$ cat src/rtl/board_drawer_pkg.sv
// board_drawer shared types and constants
// FSM encodings, board geometry and palette values
package board_drawer_pkg;

  typedef enum logic [1:0] {
    S_IDLE   = 2'b00,
    S_DRAW   = 2'b01,
    S_FINISH = 2'b10
  } state_t;

  localparam int GRID_DIM = 4;
  localparam int TILES    = GRID_DIM * GRID_DIM;
  localparam int VAL_W    = 4;
  localparam int BOARD_W  = TILES * VAL_W;
  localparam int X_W      = 8;
  localparam int Y_W      = 7;
  localparam int COL_W    = 3;

  localparam logic [COL_W-1:0] PAL_BLACK = 3'b000;
  localparam logic [COL_W-1:0] PAL_WHITE = 3'b111;
  localparam logic [COL_W-1:0] PAL_BORDER = PAL_WHITE;

endpackage

$ cat src/rtl/board_drawer_if.sv
// board_drawer request and pixel-write bundle
// master = controller/adapter side, slave = drawer
interface board_drawer_if;
  import board_drawer_pkg::*;

  logic               start;
  logic [BOARD_W-1:0] values;
  logic [X_W-1:0]     x;
  logic [Y_W-1:0]     y;
  logic [COL_W-1:0]   colour;
  logic               plot;
  logic               busy;
  logic               done;

  modport master (
    output start, values,
    input  x, y, colour, plot, busy, done
  );

  modport slave (
    input  start, values,
    output x, y, colour, plot, busy, done
  );

endinterface

$ cat src/rtl/board_drawer_tile_palette.sv
// tile_palette: tile value + border flag to colour
// nonzero values cycle through colours 1..7
module tile_palette
  import board_drawer_pkg::*;
#(
  parameter logic [COL_W-1:0] BORDER_COLOUR = PAL_BORDER
) (
  input  logic [VAL_W-1:0] value_i,
  input  logic             border_i,
  output logic [COL_W-1:0] colour_o
);

  logic [VAL_W-1:0] vm1;
  logic [VAL_W-1:0] red;

  // fold (v-1) into 0..6, then shift to 1..7
  always_comb begin
    vm1 = value_i - 4'd1;
    red = vm1;
    if (vm1 >= 4'd14)
      red = vm1 - 4'd14;
    else if (vm1 >= 4'd7)
      red = vm1 - 4'd7;
    if (border_i)
      colour_o = BORDER_COLOUR;
    else if (value_i == '0)
      colour_o = PAL_BLACK;
    else
      colour_o = red[COL_W-1:0] + 3'd1;
  end

endmodule

$ cat src/rtl/board_drawer.sv
// board_drawer: rasterises the 4x4 board, one pixel per clock
// snapshot taken at start, held for the whole redraw
module board_drawer
  import board_drawer_pkg::*;
#(
  parameter int               TILE_SIZE     = 16,
  parameter int               ORIGIN_X      = 48,
  parameter int               ORIGIN_Y      = 28,
  parameter logic [COL_W-1:0] BORDER_COLOUR = 3'b111
) (
  input  logic         clock,
  input  logic         reset,
  board_drawer_if.slave bus
);

  localparam int TW = $clog2(TILE_SIZE);
  localparam logic [TW-1:0] P_LAST = TW'(TILE_SIZE - 1);

  state_t             state_q;
  logic [BOARD_W-1:0] snap_q;
  logic [3:0]         tile_q;
  logic [TW-1:0]      px_q;
  logic [TW-1:0]      py_q;
  logic [X_W-1:0]     x_q;
  logic [Y_W-1:0]     y_q;
  logic [COL_W-1:0]   colour_q;
  logic               plot_q;
  logic               busy_q;
  logic               done_q;

  logic [1:0]         col;
  logic [1:0]         row;
  logic [X_W-1:0]     x_d;
  logic [Y_W-1:0]     y_d;
  logic [VAL_W-1:0]   val_d;
  logic               border_d;
  logic [COL_W-1:0]   colour_d;
  logic               px_end;
  logic               py_end;
  logic               tile_end;

  assign col      = tile_q[1:0];
  assign row      = tile_q[3:2];
  assign x_d      = X_W'(ORIGIN_X)
                  + X_W'(col * TILE_SIZE)
                  + X_W'(px_q);
  assign y_d      = Y_W'(ORIGIN_Y)
                  + Y_W'(row * TILE_SIZE)
                  + Y_W'(py_q);
  assign val_d    = snap_q[{~tile_q, 2'b00} +: VAL_W];
  assign border_d = (px_q == '0) || (py_q == '0);
  assign px_end   = (px_q == P_LAST);
  assign py_end   = (py_q == P_LAST);
  assign tile_end = (tile_q == 4'd15);

  tile_palette #(
    .BORDER_COLOUR(BORDER_COLOUR)
  ) u_pal (
    .value_i (val_d),
    .border_i(border_d),
    .colour_o(colour_d)
  );

  // redraw FSM with counters, snapshot and registered outputs
  always_ff @(posedge clock) begin
    if (reset) begin
      state_q  <= S_IDLE;
      snap_q   <= '0;
      tile_q   <= '0;
      px_q     <= '0;
      py_q     <= '0;
      x_q      <= '0;
      y_q      <= '0;
      colour_q <= '0;
      plot_q   <= 1'b0;
      busy_q   <= 1'b0;
      done_q   <= 1'b0;
    end else begin
      unique case (state_q)
        S_IDLE: begin
          plot_q <= 1'b0;
          done_q <= 1'b0;
          if (bus.start) begin
            snap_q  <= bus.values;
            tile_q  <= '0;
            px_q    <= '0;
            py_q    <= '0;
            busy_q  <= 1'b1;
            state_q <= S_DRAW;
          end
        end
        S_DRAW: begin
          x_q      <= x_d;
          y_q      <= y_d;
          colour_q <= colour_d;
          plot_q   <= 1'b1;
          px_q     <= px_q + TW'(1);
          if (px_end) begin
            py_q <= py_q + TW'(1);
            if (py_end)
              tile_q <= tile_q + 4'd1;
          end
          if (px_end && py_end && tile_end)
            state_q <= S_FINISH;
        end
        S_FINISH: begin
          plot_q  <= 1'b0;
          busy_q  <= 1'b0;
          done_q  <= 1'b1;
          state_q <= S_IDLE;
        end
        default: begin
          plot_q  <= 1'b0;
          busy_q  <= 1'b0;
          done_q  <= 1'b0;
          state_q <= S_IDLE;
        end
      endcase
    end
  end

  assign bus.x      = x_q;
  assign bus.y      = y_q;
  assign bus.colour = colour_q;
  assign bus.plot   = plot_q;
  assign bus.busy   = busy_q;
  assign bus.done   = done_q;

endmodule

$ cat src/flat_wrapper.sv
// flat-port wrapper written by rule: the top's interface ports become plain ports
module board_drawer_flat import board_drawer_pkg::*;
#(
  parameter int               TILE_SIZE     = 16,
  parameter int               ORIGIN_X      = 48,
  parameter int               ORIGIN_Y      = 28,
  parameter logic [COL_W-1:0] BORDER_COLOUR = 3'b111
)
  (clock, reset, bus_start, bus_values, bus_x, bus_y, bus_colour, bus_plot, bus_busy, bus_done);
  board_drawer_if bus_i ();
  input  logic clock;
  input  logic reset;
  input wire logic [$bits(bus_i.start)-1:0] bus_start;
  input wire logic [$bits(bus_i.values)-1:0] bus_values;
  output wire logic [$bits(bus_i.x)-1:0] bus_x;
  output wire logic [$bits(bus_i.y)-1:0] bus_y;
  output wire logic [$bits(bus_i.colour)-1:0] bus_colour;
  output wire logic [$bits(bus_i.plot)-1:0] bus_plot;
  output wire logic [$bits(bus_i.busy)-1:0] bus_busy;
  output wire logic [$bits(bus_i.done)-1:0] bus_done;
  assign bus_i.start = bus_start;
  assign bus_i.values = bus_values;
  assign bus_x = bus_i.x;
  assign bus_y = bus_i.y;
  assign bus_colour = bus_i.colour;
  assign bus_plot = bus_i.plot;
  assign bus_busy = bus_i.busy;
  assign bus_done = bus_i.done;
  board_drawer #(.TILE_SIZE(TILE_SIZE), .ORIGIN_X(ORIGIN_X), .ORIGIN_Y(ORIGIN_Y), .BORDER_COLOUR(BORDER_COLOUR)) u_core (.clock(clock), .reset(reset), .bus(bus_i));
endmodule
$ cat config.mk
export PLATFORM = sky130hd
export DESIGN_NAME = board_drawer_flat
export DESIGN_NICKNAME = d
export VERILOG_FILES = /design/src/rtl/board_drawer_pkg.sv /design/src/rtl/board_drawer_if.sv /design/src/rtl/board_drawer_tile_palette.sv /design/src/rtl/board_drawer.sv /design/src/flat_wrapper.sv
export SDC_FILE = /design/constraint.sdc
export NUM_CORES = 1
export LEC_CHECK = 0
export ABC_AREA = 1
export BUFFER_PORTS_ARGS = -buffer_cell sky130_fd_sc_hd__buf_2
export CELL_PAD_IN_SITES_DETAIL_PLACEMENT = 2
export CELL_PAD_IN_SITES_GLOBAL_PLACEMENT = 2
export CORE_ASPECT_RATIO = 0.7
export CORE_MARGIN = 3
export CORE_UTILIZATION = 33
export DETAILED_ROUTE_END_ITERATION = 8
export PLACE_DENSITY = 0.9
export SYNTH_ARGS = -nofsm -noshare
export SYNTH_HDL_FRONTEND = slang
export SYNTH_SLANG_ARGS = --single-unit
export TNS_END_PERCENT = 1
$ cat constraint.sdc
create_clock -name clock -period 3.75 [get_ports clock]
set_input_delay 0.1875 -clock clock [delete_from_list [all_inputs] [get_ports clock]]
set_output_delay 0.1875 -clock clock [all_outputs]
set_load 0.03 [all_outputs]
### After elaboration in Yosys (flattened, before gate mapping)

Cells that the tools add are included.
W data, S select, Z words.

* bitwise logic cells: 2
* $lt $le $gt $ge: 2
* muxes and demuxes: 18
* reduce and logical (&&, ||, !) cells: 14
* $add $sub $neg: 11
* equal/unequal tests: 9
* shift-type cells: 1

Operators by type and width (number)
* $shiftx A64 B7 Y4: 1
* $pmux W4 S2: 3
* $mux W4: 4
* $add A4 B1 Y4 const B: 3
* $eq A4 B4 Y1 const B: 3
* $logic_not A4 Y1: 3
* $mux W3: 4
* $add A8 B4 Y8: 1
* $reduce_and A2 Y1: 4
* $add A5 B6 Y7 const A: 1
* $add A6 B6 Y7 const A: 1
* $add A7 B4 Y7: 1
* $ne A2 B1 Y1 const B: 3
* $sub A3 B3 Y3 const B: 2
* $ge A4 B3 Y1 const B: 1
* $ge A4 B4 Y1 const B: 1
* $mux W2: 2
* $not A4 Y4: 1
* $pmux W1 S2: 2
* $pmux W2 S2: 1
* $reduce_and A4 Y1: 1
* $sub A4 B1 Y4 const B: 1
* $add A3 B1 Y3 const B: 1
* $reduce_and A3 Y1: 1
* other kinds (9): 11

* register bits after elaboration: 99
* output and inout port bits: 21
* bits of input ports: 67

### Longest topological paths before layout

* depth in word-level cells: 9
* depth in mapped cells: 25
* gate-level depth less buffers: 23

### Modules after synthesis

A second synthesis with hierarchy kept.

* cells, all modules: 694
* area, all modules: 4728.3 um^2

By module, submodules not included
* board_drawer: cells an instance 646, seq. area each 1961.9 um^2, instances 1, area each 4468.0 um^2
* tile_palette: cells an instance 48, seq. area each 0.0 um^2, instances 1, area each 260.2 um^2

### Worst setup path after synthesis

No wires, ideal clock.

* path kind: reg-to-reg
* from: register u_core.tile_q[0]
* to: register u_core.colour_q[2], in the netlist u_core.bus.colour[2]
* library setup time: 0.131 ns
* arrival: 2.297 ns
* setup slack: 1.322 ns
* cell stages (with the launch flop): 24
* required time: 3.619 ns
* clock period less this slack: 2.428 ns
* cell sequence: dfxtp_1 -> buf_6 -> inv_6 -> buf_8 -> nand2_2 -> nand3_1 -> nand2_1 -> nand2_1 -> nand2_1 -> inv_2 -> nand2_2 -> inv_1 -> ha_1 -> inv_1 -> nor2_1 -> nor2_1 -> nand3_2 -> o211ai_1 -> o21ai_0 -> ha_1 -> inv_1 -> nand2_1 -> nand3_1 -> a21oi_1

* word-level cells in the longest chain between the ends: 9
* elaborated cells between the ends (all ways): 13
* those cells by class: add/sub (4); order compare (2); shift (1); mux (4); bitwise (1); reduce/logical (1)

RTL lines
* start, declared: RTL line board_drawer.sv:21 `logic [3:0] tile_q;`
* start signal, assigned: RTL line board_drawer.sv:101 `tile_q <= tile_q + 4'd1;`
* $not A4 Y4 *: RTL line board_drawer.sv:50 `assign val_d = snap_q[{~tile_q, 2'b00} +: VAL_W];`
* $shiftx A64 B7 Y4 *: RTL line board_drawer.sv:50
* $sub A4 B1 Y4: RTL line board_drawer_tile_palette.sv:18 `vm1 = value_i - 4'd1;`
* $ge A4 B3 Y1 / $sub A3 B3 Y3 (equally long branches): RTL line board_drawer_tile_palette.sv:22, board_drawer_tile_palette.sv:23
* $mux W3: RTL line board_drawer_tile_palette.sv:22 `else if (vm1 >= 4'd7)`
* $mux W3: RTL line board_drawer_tile_palette.sv:20 `if (vm1 >= 4'd14)`
* $add A3 B1 Y3: RTL line board_drawer_tile_palette.sv:29 `colour_o = red[COL_W-1:0] + 3'd1;`
* $mux W3 *: RTL line board_drawer_tile_palette.sv:26 `else if (value_i == '0)`
* $mux W3 *: RTL line board_drawer_tile_palette.sv:24 `if (border_i)`
* end signal, assigned: RTL line board_drawer.sv:95 `colour_q <= colour_d;`
* end, declared: RTL line board_drawer.sv:26 `logic [COL_W-1:0] colour_q;`

Mark *: on every way between the ends. The rest lies on a longest branch, timed or not.
A chain may end at the register's enable or synchronous reset.

### Worst setup path in the final report

Same ends and word-level chain as after synthesis.

==> impl_metrics.ini <==
[clocking]
clk-insertion-delay-late_ns = 0.35
cts_tree = built
hold_buffers = 0
postCtsSetupRepairBufs = 0
cts.path.max_buffers = 2
cts_root_buffer = clkbuf_16
cts.sinks = 98
numCtsBuffers = 9
path_clk_slew_ns = 0.07
htreeDepth = 3
cts.repair.resized = 0

[setup_path]
cp-end-kind = flip-flop
arrival_ns = 3.39
cp_max_fo = 21
cp.required_ns = 4.03
cp-start-kind = flip-flop
criticalPathCategory = reg -> reg

[timing]
setup_viol = 0
tightest_slew_ns = 0.844
min_period_over_period_pct = 82.9
min_period_ns = 3.11
fmax_mhz = 322
setup_ws_ns = 0.642
slew_violations = 0
rsz0062_at_grt = false
relSlewSlack_pct = 43.8
clock_skew_ns = 0.0103
hold_viol_final = 0
timing.setup.tns_ns = 0

[pwr]
pwr_density_cell_mw_per_mm2 = 460
ir_drop_uv = 193
total_power_mw = 2.45
p_leak_nw = 2.35

[yosys]
synth_edf_count = 0
yosysWarnings = 0
syn_nets = 710
synth_area_leaders = dfxtp_1 (43%), o21ai_0 (10%), nand3_1 (9.7%)
yosysTopAreaCellShare_pct = 43.4
seq_area_frac_synth_pct = 43.4
synth_cell_types = 33
ys.flop_type = dfxtp_1
async_flop_share_pct = 0
ys_seq_elements = 98
syn_area_mm2 = 0.00452
yosysTopAreaCell = dfxtp_1
syn_inst = 631
postSynthAreaPerCell_um2 = 7.17

[route]
drt_wl_total_um = 16300
viasPerCell = 5.05
drt_iter0_drc = 153
drc_errors = 0
ant_nets = 0
wire_per_inst_um = 18.3
drtPass1Iterations = 5
vias = 4486

[floorplan]
io_pins = 88
initial_core_util_pct = 34.1
design.die.area_mm2 = 0.0152
die_w_um = 146
coreArea_mm2 = 0.0133
chipHeight_um = 104
core.rowCount = 35

[layout]
layout.nets = 777
drive_above_1_share_pct = 18.5
num_antenna_cells = 0
fin_util_pct = 40.1
n_fill_cell = 1571
fin_area_mm2 = 0.00533
final_cell_mix = nand2_1 (98), dfxtp_1 (98), o21ai_0 (91)
area_growth_pct = 17.8

[run_status]
status = finished, final reports clean

[placement]
gp_congestion = 0.834
pre_cts_ws_ns = 0.812
post_dp_cell_area_mm2 = 0.00504
dp_hpwl_um = 10900
io_buffer_count = 86

[global_route]
grt_pass1_wl_um = 26600
grt_pass1_vias = 5023
antenna_found_initial = 0
grt_max_degree = 82
grt.total_usage_pct = 21.6
overflow = 0

[hold_path]
hold_path_class = in -> reg

[flow_run]
drv_cap = 0
## sequential cells by signal, summed over array words and instances (netlist names)
signal / cells
u_core.bus.x: 7
u_core.state_q: 2
u_core.px_q: 4
u_core.tile_q: 4
u_core.bus.colour: 3
u_core.snap_q: 64
u_core.bus.y: 7
u_core.bus.busy: 1
u_core.bus.done: 1
u_core.bus.plot: 1
u_core.py_q: 4
## metrics by stage
stage / hold slack, ns / instances
after floorplan: 0.266 / 631
after global placement: 0.417 / 872
after detailed placement: 0.425 / 872
after CTS: 0.0614 / 888
after global routing: 0.0894 / 888
final: 0.0641 / 888
## cells in the mapped netlist (4+ instances only)
master    number
nand3_1       88
a21oi_1       34
o21ai_1        5
nor2_1        56
inv_1         74
buf_6          4
nand2_2        7
buf_4          6
ha_1          12
dfxtp_1       98
nor3_1         5
o21ai_0       91
clkbuf_1      23
nand2_1       98
## worst paths after layout
check	startpoint	to	slack, ns	cells after the start
max	u_core.tile_q[0]	u_core.bus.colour[2]	0.64	21
min	bus_values[6]	u_core.snap_q[6]	0.06	3
max reg2reg	u_core.tile_q[0]	u_core.bus.colour[2]	0.64	21
min reg2reg	u_core.bus.busy	u_core.bus.busy	0.48	2
## critical path, cell delays in order, from the launching register on
cell     delay [ns]
dfxtp_1        0.45
buf_4          0.30
a21oi_1        0.12
o21ai_0        0.17
nand2_1        0.14
nand2_1        0.09
nand2_2        0.07
nor2_4         0.18
ha_1           0.22
inv_1          0.07
nand3_1        0.08
nand2_1        0.08
nor2_1         0.12
nand3_2        0.14
nand2_1        0.11
nand2_1        0.09
nand2_1        0.08
ha_1           0.19
inv_1          0.05
nand2_1        0.07
nand3_1        0.08
a21oi_1        0.13
## layout make-up
type | count | area [um^2] | area share, %
clock inverter | 6 | 50.0 | 0.940
timing repair buffer | 94 | 490 | 9.21
inverter | 79 | 302 | 5.66
sequential | 98 | 1960 | 36.8
clock buffer | 10 | 239 | 4.49
multi-input combinational | 416 | 2050 | 38.5
tap | 185 | 231 | 4.35
## per-layer routing
metal,GRT usage [%],up-vias,wire length (um)
met1,26.9,2189,7650
met3,4.31,22,527
li1,-,2183,-
met2,38.0,92,7890
met5,0,-,0
met4,5.83,0,225
## kinds of logic (layout without fill, tap and decap cells)
kind of cell    Yosys count  in the layout  share of synthesized area [%]
simple gates            262            262                           25.5
fa+ha+maj                12             12                           3.32
buf+inv                 117            189                           11.3
flops                    98             98                           43.4
other cells               1              1                         0.0829
xor+xnor                  1              1                          0.194
compound gates          140            140                           16.3
## where the power goes
part           total, mW  leakage [nW]  switching, mW  internal (mW)
Combinational      0.394          1.40          0.272          0.122
Sequential          1.15         0.805         0.0373           1.12
Clock              0.905         0.141          0.428          0.477
Total               2.45          2.35          0.737           1.71
Note: power is estimated with default switching activity, not from simulation.
